--- src/rtl/spike_scheduler.sv ---
// spike_scheduler: two-queue priority event scheduler (external high-priority, internal low-priority) with FWFT head
module spike_scheduler #(
  parameter int N              = 256,
  parameter int M              = 8,
  parameter int EXT_DEPTH_LOG2 = 2,
  parameter int INT_DEPTH_LOG2 = 4
)(
  input  logic          CLK,
  input  logic          RST,
  input  logic          SPI_GATE_ACTIVITY_sync,
  input  logic          CTRL_SCHED_PUSH_EXT,
  input  logic [12:0]   CTRL_SCHED_EXT_DATA,
  input  logic          CTRL_SCHED_PUSH_INT,
  input  logic [M-1:0]  CTRL_SCHED_NEUR_ADDR,
  input  logic          CTRL_SCHED_POP_N,
  output logic [12:0]   SCHED_DATA_OUT,
  output logic          SCHED_SRC_EXT,
  output logic          SCHED_EMPTY,
  output logic          SCHED_FULL,
  output logic          SCHED_OVF
);
  localparam int ED = 1 << EXT_DEPTH_LOG2;
  localparam int ID = 1 << INT_DEPTH_LOG2;
  if (N > (1 << M)) begin : g_n_check
    $error("N does not fit in an M-bit neuron address");
  end
  logic                      rst_int;
  logic [12:0]               mem_ext [ED];
  logic [12:0]               mem_int [ID];
  logic [EXT_DEPTH_LOG2-1:0] rd_ext, wr_ext;
  logic [INT_DEPTH_LOG2-1:0] rd_int, wr_int;
  logic [EXT_DEPTH_LOG2:0]   cnt_ext;
  logic [INT_DEPTH_LOG2:0]   cnt_int;
  logic                      ext_empty, int_empty, ext_full, int_full;
  logic                      pop_ext, pop_int, push_ext, push_int;
  logic                      ovf;
  assign rst_int   = RST | SPI_GATE_ACTIVITY_sync;
  assign ext_empty = cnt_ext == '0;
  assign int_empty = cnt_int == '0;
  assign ext_full  = cnt_ext == (EXT_DEPTH_LOG2+1)'(ED);
  assign int_full  = cnt_int == (INT_DEPTH_LOG2+1)'(ID);
  // pop goes to whichever queue currently supplies the head; selection uses pre-edge counts
  assign pop_ext   = CTRL_SCHED_POP_N & ~ext_empty;
  assign pop_int   = CTRL_SCHED_POP_N & ext_empty & ~int_empty;
  // a full queue can still take a push when its head leaves on the same edge
  assign push_ext  = CTRL_SCHED_PUSH_EXT & (~ext_full | pop_ext);
  assign push_int  = CTRL_SCHED_PUSH_INT & (~int_full | pop_int);
  assign SCHED_DATA_OUT = !ext_empty ? mem_ext[rd_ext] : !int_empty ? mem_int[rd_int] : '0;
  assign SCHED_SRC_EXT  = ~ext_empty;
  assign SCHED_EMPTY    = ext_empty & int_empty;
  assign SCHED_FULL     = ext_full | int_full;
  assign SCHED_OVF      = ovf;
  // high-priority circular buffer holding external event words verbatim
  always_ff @(posedge CLK or posedge rst_int) begin
    if (rst_int) begin
      rd_ext  <= '0;
      wr_ext  <= '0;
      cnt_ext <= '0;
      for (int i = 0; i < ED; i++) mem_ext[i] <= '0;
    end else begin
      if (push_ext) begin
        mem_ext[wr_ext] <= CTRL_SCHED_EXT_DATA;
        wr_ext          <= wr_ext + EXT_DEPTH_LOG2'(1);
      end
      if (pop_ext) rd_ext <= rd_ext + EXT_DEPTH_LOG2'(1);
      cnt_ext <= cnt_ext + (EXT_DEPTH_LOG2+1)'(push_ext) - (EXT_DEPTH_LOG2+1)'(pop_ext);
    end
  end
  // low-priority circular buffer holding zero-extended neuron addresses
  always_ff @(posedge CLK or posedge rst_int) begin
    if (rst_int) begin
      rd_int  <= '0;
      wr_int  <= '0;
      cnt_int <= '0;
      for (int i = 0; i < ID; i++) mem_int[i] <= '0;
    end else begin
      if (push_int) begin
        mem_int[wr_int] <= {{(13-M){1'b0}}, CTRL_SCHED_NEUR_ADDR};
        wr_int          <= wr_int + INT_DEPTH_LOG2'(1);
      end
      if (pop_int) rd_int <= rd_int + INT_DEPTH_LOG2'(1);
      cnt_int <= cnt_int + (INT_DEPTH_LOG2+1)'(push_int) - (INT_DEPTH_LOG2+1)'(pop_int);
    end
  end
  // sticky overflow: any dropped push latches until reset
  always_ff @(posedge CLK or posedge rst_int) begin
    if (rst_int) ovf <= 1'b0;
    else if ((CTRL_SCHED_PUSH_EXT & ~push_ext) | (CTRL_SCHED_PUSH_INT & ~push_int)) ovf <= 1'b1;
  end
endmodule
--- config.mk ---
export PLATFORM = sky130hd
export DESIGN_NAME = spike_scheduler
export DESIGN_NICKNAME = d
export VERILOG_FILES = /design/src/rtl/spike_scheduler.sv
export SDC_FILE = /design/constraint.sdc
export NUM_CORES = 1
export LEC_CHECK = 0
export CORE_MARGIN = 3
export CORE_UTILIZATION = 39
export CTS_CLUSTER_DIAMETER = 50
export DETAILED_ROUTE_END_ITERATION = 6
export GPL_TIMING_DRIVEN = 0
export PLACE_DENSITY = 0.58
export SETUP_SLACK_MARGIN = 0.02
export SLEW_MARGIN = 20
export SYNTH_ARGS = -nofsm -noshare
export SYNTH_HDL_FRONTEND = slang
export SYNTH_SLANG_ARGS = --single-unit
--- constraint.sdc ---
create_clock -name CLK -period 16.9 [get_ports CLK]
set_clock_uncertainty 0.05 [all_clocks]
set_input_delay 3.38 -clock CLK [delete_from_list [all_inputs] [get_ports CLK]]
set_output_delay 3.38 -clock CLK [all_outputs]
set_load 0.02 [all_outputs]
# Word level (Yosys, flattened, before mapping)
# Index checks and enable logic that the tools add are counted.
[totals]
word_cells = 84
ramBits = 0
latchBits = 0
romBits = 0
memories = 0
regBits = 281
[op_classes]
n_reduce_logical = 4
order_cmp = 6
addsub = 8
shift = 0
bitwise_logic = 23
n_mux = 14
n_mul = 0
eq_ne = 2
n_div = 0
[op_table]
columns = ["cell", "count"]
rows = [
  ["bitwise mux 208 bit", 1],
  ["two-way mux 13 bit", 8],
  ["binary-select mux 13 bit (select 4 bit)", 1],
  ["bitwise mux 52 bit", 1],
  ["demux 13 bit (select 4 bit)", 1],
  ["binary-select mux 13 bit (select 2 bit)", 1],
  ["demux 13 bit (select 2 bit)", 1],
  ["greater-or-equal comparator 5 bit, second input constant", 2],
  ["inverter 4 -> 5 bit", 2],
  ["adder 4 x 1 -> 4 bit, second input constant", 2],
  ["bitwise AND 1 bit", 8],
  ["greater-or-equal comparator 3 bit, second input constant", 2],
  ["inverter 1 bit", 6],
  ["inverter 2 -> 3 bit", 2],
  ["adder 5 x 1 -> 5 bit", 1],
  ["== test 5 bit, second input constant", 1],
  ["zero test 5 bit", 1],
  ["less-than comparator 5 x 1 -> 1 bit, second input constant", 1],
  ["OR 1 bit", 5],
  ["subtractor 5 x 1 -> 5 bit", 1],
  ["adder 2 x 1 -> 2 bit, second input constant", 2],
  ["adder 3 x 1 -> 3 bit", 1],
  ["== test 3 bit, second input constant", 1],
  ["zero test 3 bit", 1],
  ["3 further kinds", 4],
]

# Longest topological paths before layout
[logic_depth]
ltp_word = 8
depth_mapped = 14
ltp_nobuf = 13

# Worst setup path before layout
# No wires, ideal clock.
[synth_timing]
path_kind = "input port to flip-flop"
from = "in CTRL_SCHED_POP_N"
to = "reg cnt_int[4]"
path_buffers = 1
path_slack_ns = 11.147
cell_stages = 12
t_arrival_ns = 5.580
setup_ns = 0.123
cell_sequence = "or4b_4 -> nand2_1 -> buf_2 -> nand2_1 -> ha_1 -> inv_1 -> ha_1 -> fa_1 -> a21oi_1 -> nor2_1 -> nor2_1 -> xnor2_1"
[synth_via]
elab_chain_len = 6
[synth_lines]
columns = ["item", "line", "rtl"]
rows = [
  ["from (decl)", "15", "input logic CTRL_SCHED_POP_N,"],
  ["bitwise AND 1 bit * (2 in series)", "44", "assign pop_int = CTRL_SCHED_POP_N & ext_empty & ~int_empty;"],
  ["OR 1 bit", "47", "assign push_int = CTRL_SCHED_PUSH_INT & (~int_full | pop_int);"],
  ["bitwise AND 1 bit", "47", ""],
  ["adder 5 x 1 -> 5 bit", "82", "cnt_int <= cnt_int + (INT_DEPTH_LOG2+1)'(push_int) - (INT_DEPTH_LOG2+1)'(pop_int);"],
  ["subtractor 5 x 1 -> 5 bit *", "82", ""],
  ["to (signal assigned)", "82", ""],
  ["to (decl)", "33", "logic [INT_DEPTH_LOG2:0] cnt_int;"],
]
# Every way passes the cells marked *; elsewhere a longest branch is shown, timed or not.
# A chain may end at the register's enable or synchronous reset.

# Worst setup path in the final report
[layout_timing]
from = "reg rd_int[0]"
to = "out SCHED_DATA_OUT[6]"
[layout_via]
elab_chain_len = 6
[layout_lines]
columns = ["item", "line", "rtl"]
rows = [
  ["from (decl)", "31", "logic [INT_DEPTH_LOG2-1:0] rd_int, wr_int;"],
  ["from (signal assigned)", "81", "if (pop_int) rd_int <= rd_int + INT_DEPTH_LOG2'(1);"],
  ["inverter 4 -> 5 bit (implied by the code)", "48", "assign SCHED_DATA_OUT = !ext_empty ? mem_ext[rd_ext] : !int_empty ? mem_int[rd_int] : '0;"],
  ["binary-select mux 13 bit (select 4 bit)", "48", ""],
  ["two-way mux 13 bit (implied by the code) (2 in series)", "48", ""],
  ["two-way mux 13 bit (2 in series)", "48", ""],
  ["to (decl)", "16", "output logic [12:0] SCHED_DATA_OUT,"],
]
# Every way passes these cells. The select of a mux whose other input is x is not followed.

==> results.json <==
{
  "status": "complete, no violations",
  "final_util": 0.480,
  "io_pins": 44,
  "ys_seq_area_frac": 0.533,
  "critPathMaxStageDelay_ns": 0.68,
  "critPathTopFamily": "buffers and inverters",
  "drt-pass1-iter-count": 4,
  "syn_nets": 655,
  "netlist_area_um2": 9440,
  "antenna_cells": 0,
  "vias_per_cell": 5.29,
  "worstHoldEndpoint": "mem_int[149]",
  "power_density_nw_per_um2": 207,
  "fp.dieH_um": 162,
  "hold_violations": 0,
  "worst-r2r-setup-slack_ns": 13.58,
  "grt_start_max_net_pins": 30,
  "drv_cap": 0,
  "nFillCells": 2056,
  "overflow": 0,
  "design.core.area_um2": 23600,
  "ys_warn_count": 0,
  "tightest_slew_ns": 1.00,
  "drt-total-wl_mm": 21.6,
  "syn_inst": 609,
  "cts_buffer_depth": 3,
  "r2r_cells": 12,
  "grt_pass1_vias": 6040,
  "grt_antenna_before_repair": 0,
  "drcViolationCount": 0,
  "cts_made_buffers": 27,
  "clkTransAtPathRegs_ns": 0.06,
  "hpwlAfterDp_mm": 14.8,
  "path_cells": "buf_1 > clkbuf_1 > mux2_2 > a22oi_1 > nand2_1 > clkdlybuf4s50_1",
  "crit_fanout": 10,
  "p_leak_nw": 4.99,
  "synth_seq_cells": 201,
  "power.total_mw": 2.35,
  "end_kind": "primary output",
  "required_ns": 13.47,
  "htreeDepth": 1,
  "root_buffer": "clkbuf_16",
  "start_kind": "flip-flop",
  "slowest_stage": "buf_1",
  "critPathBufInv": 3,
  "cts.sinks": 201,
  "setup_violations": 0,
  "gp_congestion": 0.746,
  "synthDistinctLibCells": 36,
  "timing.fmax_mhz": 144,
  "grt_pass1_wl_mm": 34.8,
  "post_cts_resized": 0,
  "clk_latency_ns": 0.51,
  "synth_area_per_cell_um2": 15.5,
  "vias": 5436,
  "layout-drive-gt1-share": 0.451,
  "antenna_left": 0,
  "post_cts_buffers": 0,
  "slew_headroom": 0.322,
  "period_minus_slack_ns": 6.95,
  "area.growth.synth_to_final_pct": 20.0,
  "ir_drop_uv": 136,
  "fin_crit_sh": 0.411,
  "initial_utilization": 0.400,
  "hold_path_class": "flip-flop to flip-flop",
  "slew_violations": 0,
  "drt-wirelength-per-cell_um": 21.1,
  "io_buffers": 43,
  "die_width_um": 162,
  "cp_data_arrival_time_ns": 3.52,
  "drtIter0Drc": 350,
  "nets": 735,
  "rsz0062_at_grt": "no",
  "whs_ns": 0.447,
  "grt.total_usage": 0.172,
  "fp-row-count": 56,
  "cts_hold_buf": 0,
  "rr_endpoint": "cnt_int[4]",
  "dieArea_um2": 26100,
  "path_class": "flip-flop to primary output",
  "cts_tree": "yes",
  "hold_start": "mem_int[149]",
  "r2r_start": "cnt_int[3]",
  "hold_depth": 1
}
-- final cells by class --
class / count / area, um^2 / share of cell area
multi-input combinational: 364 / 4200 / 0.371
sequential: 201 / 5030 / 0.444
clock inverter: 12 / 111 / 0.00982
inverter: 13 / 48.8 / 0.00431
timing repair buffer: 51 / 621 / 0.0548
tap: 319 / 399 / 0.0352
buffer: 31 / 170 / 0.0150
clock buffer: 37 / 753 / 0.0665
-- report_power, final --
part / total, mW / internal, mW / switching (mW)
combinational: 0.961 / 0.540 / 0.421
clock: 0.539 / 0.329 / 0.210
sequential: 0.846 / 0.720 / 0.126
-- synth_stat cells --
cell type | number | area (um^2)
mux2_2 | 193 | 2170
o21ai_0 | 1 | 5.00
ha_1 | 17 | 213
xnor2_1 | 10 | 87.6
mux4_2 | 45 | 1010
nand3_2 | 7 | 70.1
clkbuf_1 | 10 | 37.5
nor3b_2 | 1 | 12.5
buf_2 | 8 | 40.0
nand2_1 | 28 | 105
nor2_1 | 5 | 18.8
dlygate4sd1_1 | 8 | 70.1
nand2_4 | 4 | 45.0
or3_2 | 1 | 7.51
mux2_1 | 5 | 56.3
dfrtp_1 | 201 | 5030
buf_4 | 1 | 7.51
nand2_2 | 4 | 25.0
and2_1 | 6 | 37.5
a22oi_1 | 8 | 60.1
buf_1 | 4 | 15.0
fa_1 | 2 | 40.0
xor2_1 | 5 | 43.8
nand3_1 | 4 | 20.0
and4bb_2 | 1 | 12.5
or4b_4 | 1 | 13.8
a21oi_1 | 3 | 15.0
nor3_1 | 1 | 5.00
and4_1 | 1 | 8.76
and3_1 | 2 | 12.5
a211oi_4 | 2 | 40.0
nor4b_1 | 2 | 17.5
a21o_1 | 2 | 15.0
inv_1 | 13 | 48.8
nor2b_1 | 2 | 12.5
nor3b_1 | 1 | 7.51
-- cell usage in the layout (no fill, tap or decap), drive strengths merged --
cell	Yosys	routed
clkdlybuf4s50	0	43
dlygate4sd1	8	8
bufinv	0	1
or3	1	1
nor3b	2	2
o21ai	1	1
nor2	5	5
a21oi	3	3
and4	1	1
mux2	198	198
xor2	5	5
clkinv	0	5
or4b	1	1
nand2	36	36
xnor2	10	10
a211oi	2	2
nor2b	2	2
buf	13	21
and4bb	1	1
clkinvlp	0	3
nor4b	2	2
dfrtp	201	201
ha	17	17
and3	2	2
and2	6	6
a22oi	8	8
nor3	1	1
nand3	11	11
clkbuf	10	47
inv	13	16
mux4	45	45
a21o	2	2
fa	2	2
-- metrics by stage --
step	instances	setup TNS, ns	cell area, um^2	setup slack, ns
2_1_floorplan	609	0	9440	1.48
3_3_place_gp	971	-576.93	10300	-2.88
3_5_place_dp	979	0	10500	10.45
4_1_cts	1028	0	11300	9.92
5_1_grt	1028	0	11300	9.77
6_report	1028	0	11300	9.95
-- routing by layer --
layer  wire, um  GRT usage
met1       9430      0.233
met2      10600      0.285
met3       1030     0.0333
met4        614     0.0430
met5          0          0
-- flip-flops by register name, summed over array words and instances (netlist names) --
name	flops
cnt_int	5
rd_int	4
mem_ext	52
rd_ext	2
cnt_ext	3
mem_int	128
SCHED_OVF	1
wr_int	4
wr_ext	2
-- cell families (layout without fill, tap and decap cells) --
| logic type | after synthesis | count (layout) | synth area share |
|---|---|---|---|
| AOI/OAI and AO/OA | 16 | 16 | 0.0143 |
| xor gates and xnor gates | 15 | 15 | 0.0139 |
| adders and majority gates | 19 | 19 | 0.0268 |
| buffers and inverters | 44 | 144 | 0.0232 |
| DFF | 201 | 201 | 0.533 |
| muxes | 243 | 243 | 0.343 |
| and+or+nand+nor | 71 | 71 | 0.0457 |
-- worst max-delay path by stage --
stage / to / cells after the start / from
6_report: SCHED_DATA_OUT[6] / 6 / rd_int[0]
5_1_grt: SCHED_DATA_OUT[2] / 7 / rd_int[1]
4_1_cts: SCHED_DATA_OUT[2] / 7 / rd_int[1]
3_5_place_dp: cnt_int[4] / 13 / CTRL_SCHED_POP_N
3_3_place_gp: mem_int[57] / 2 / RST
2_1_floorplan: SCHED_OVF / 1 / RST
(Power assumes the default switching activity.)
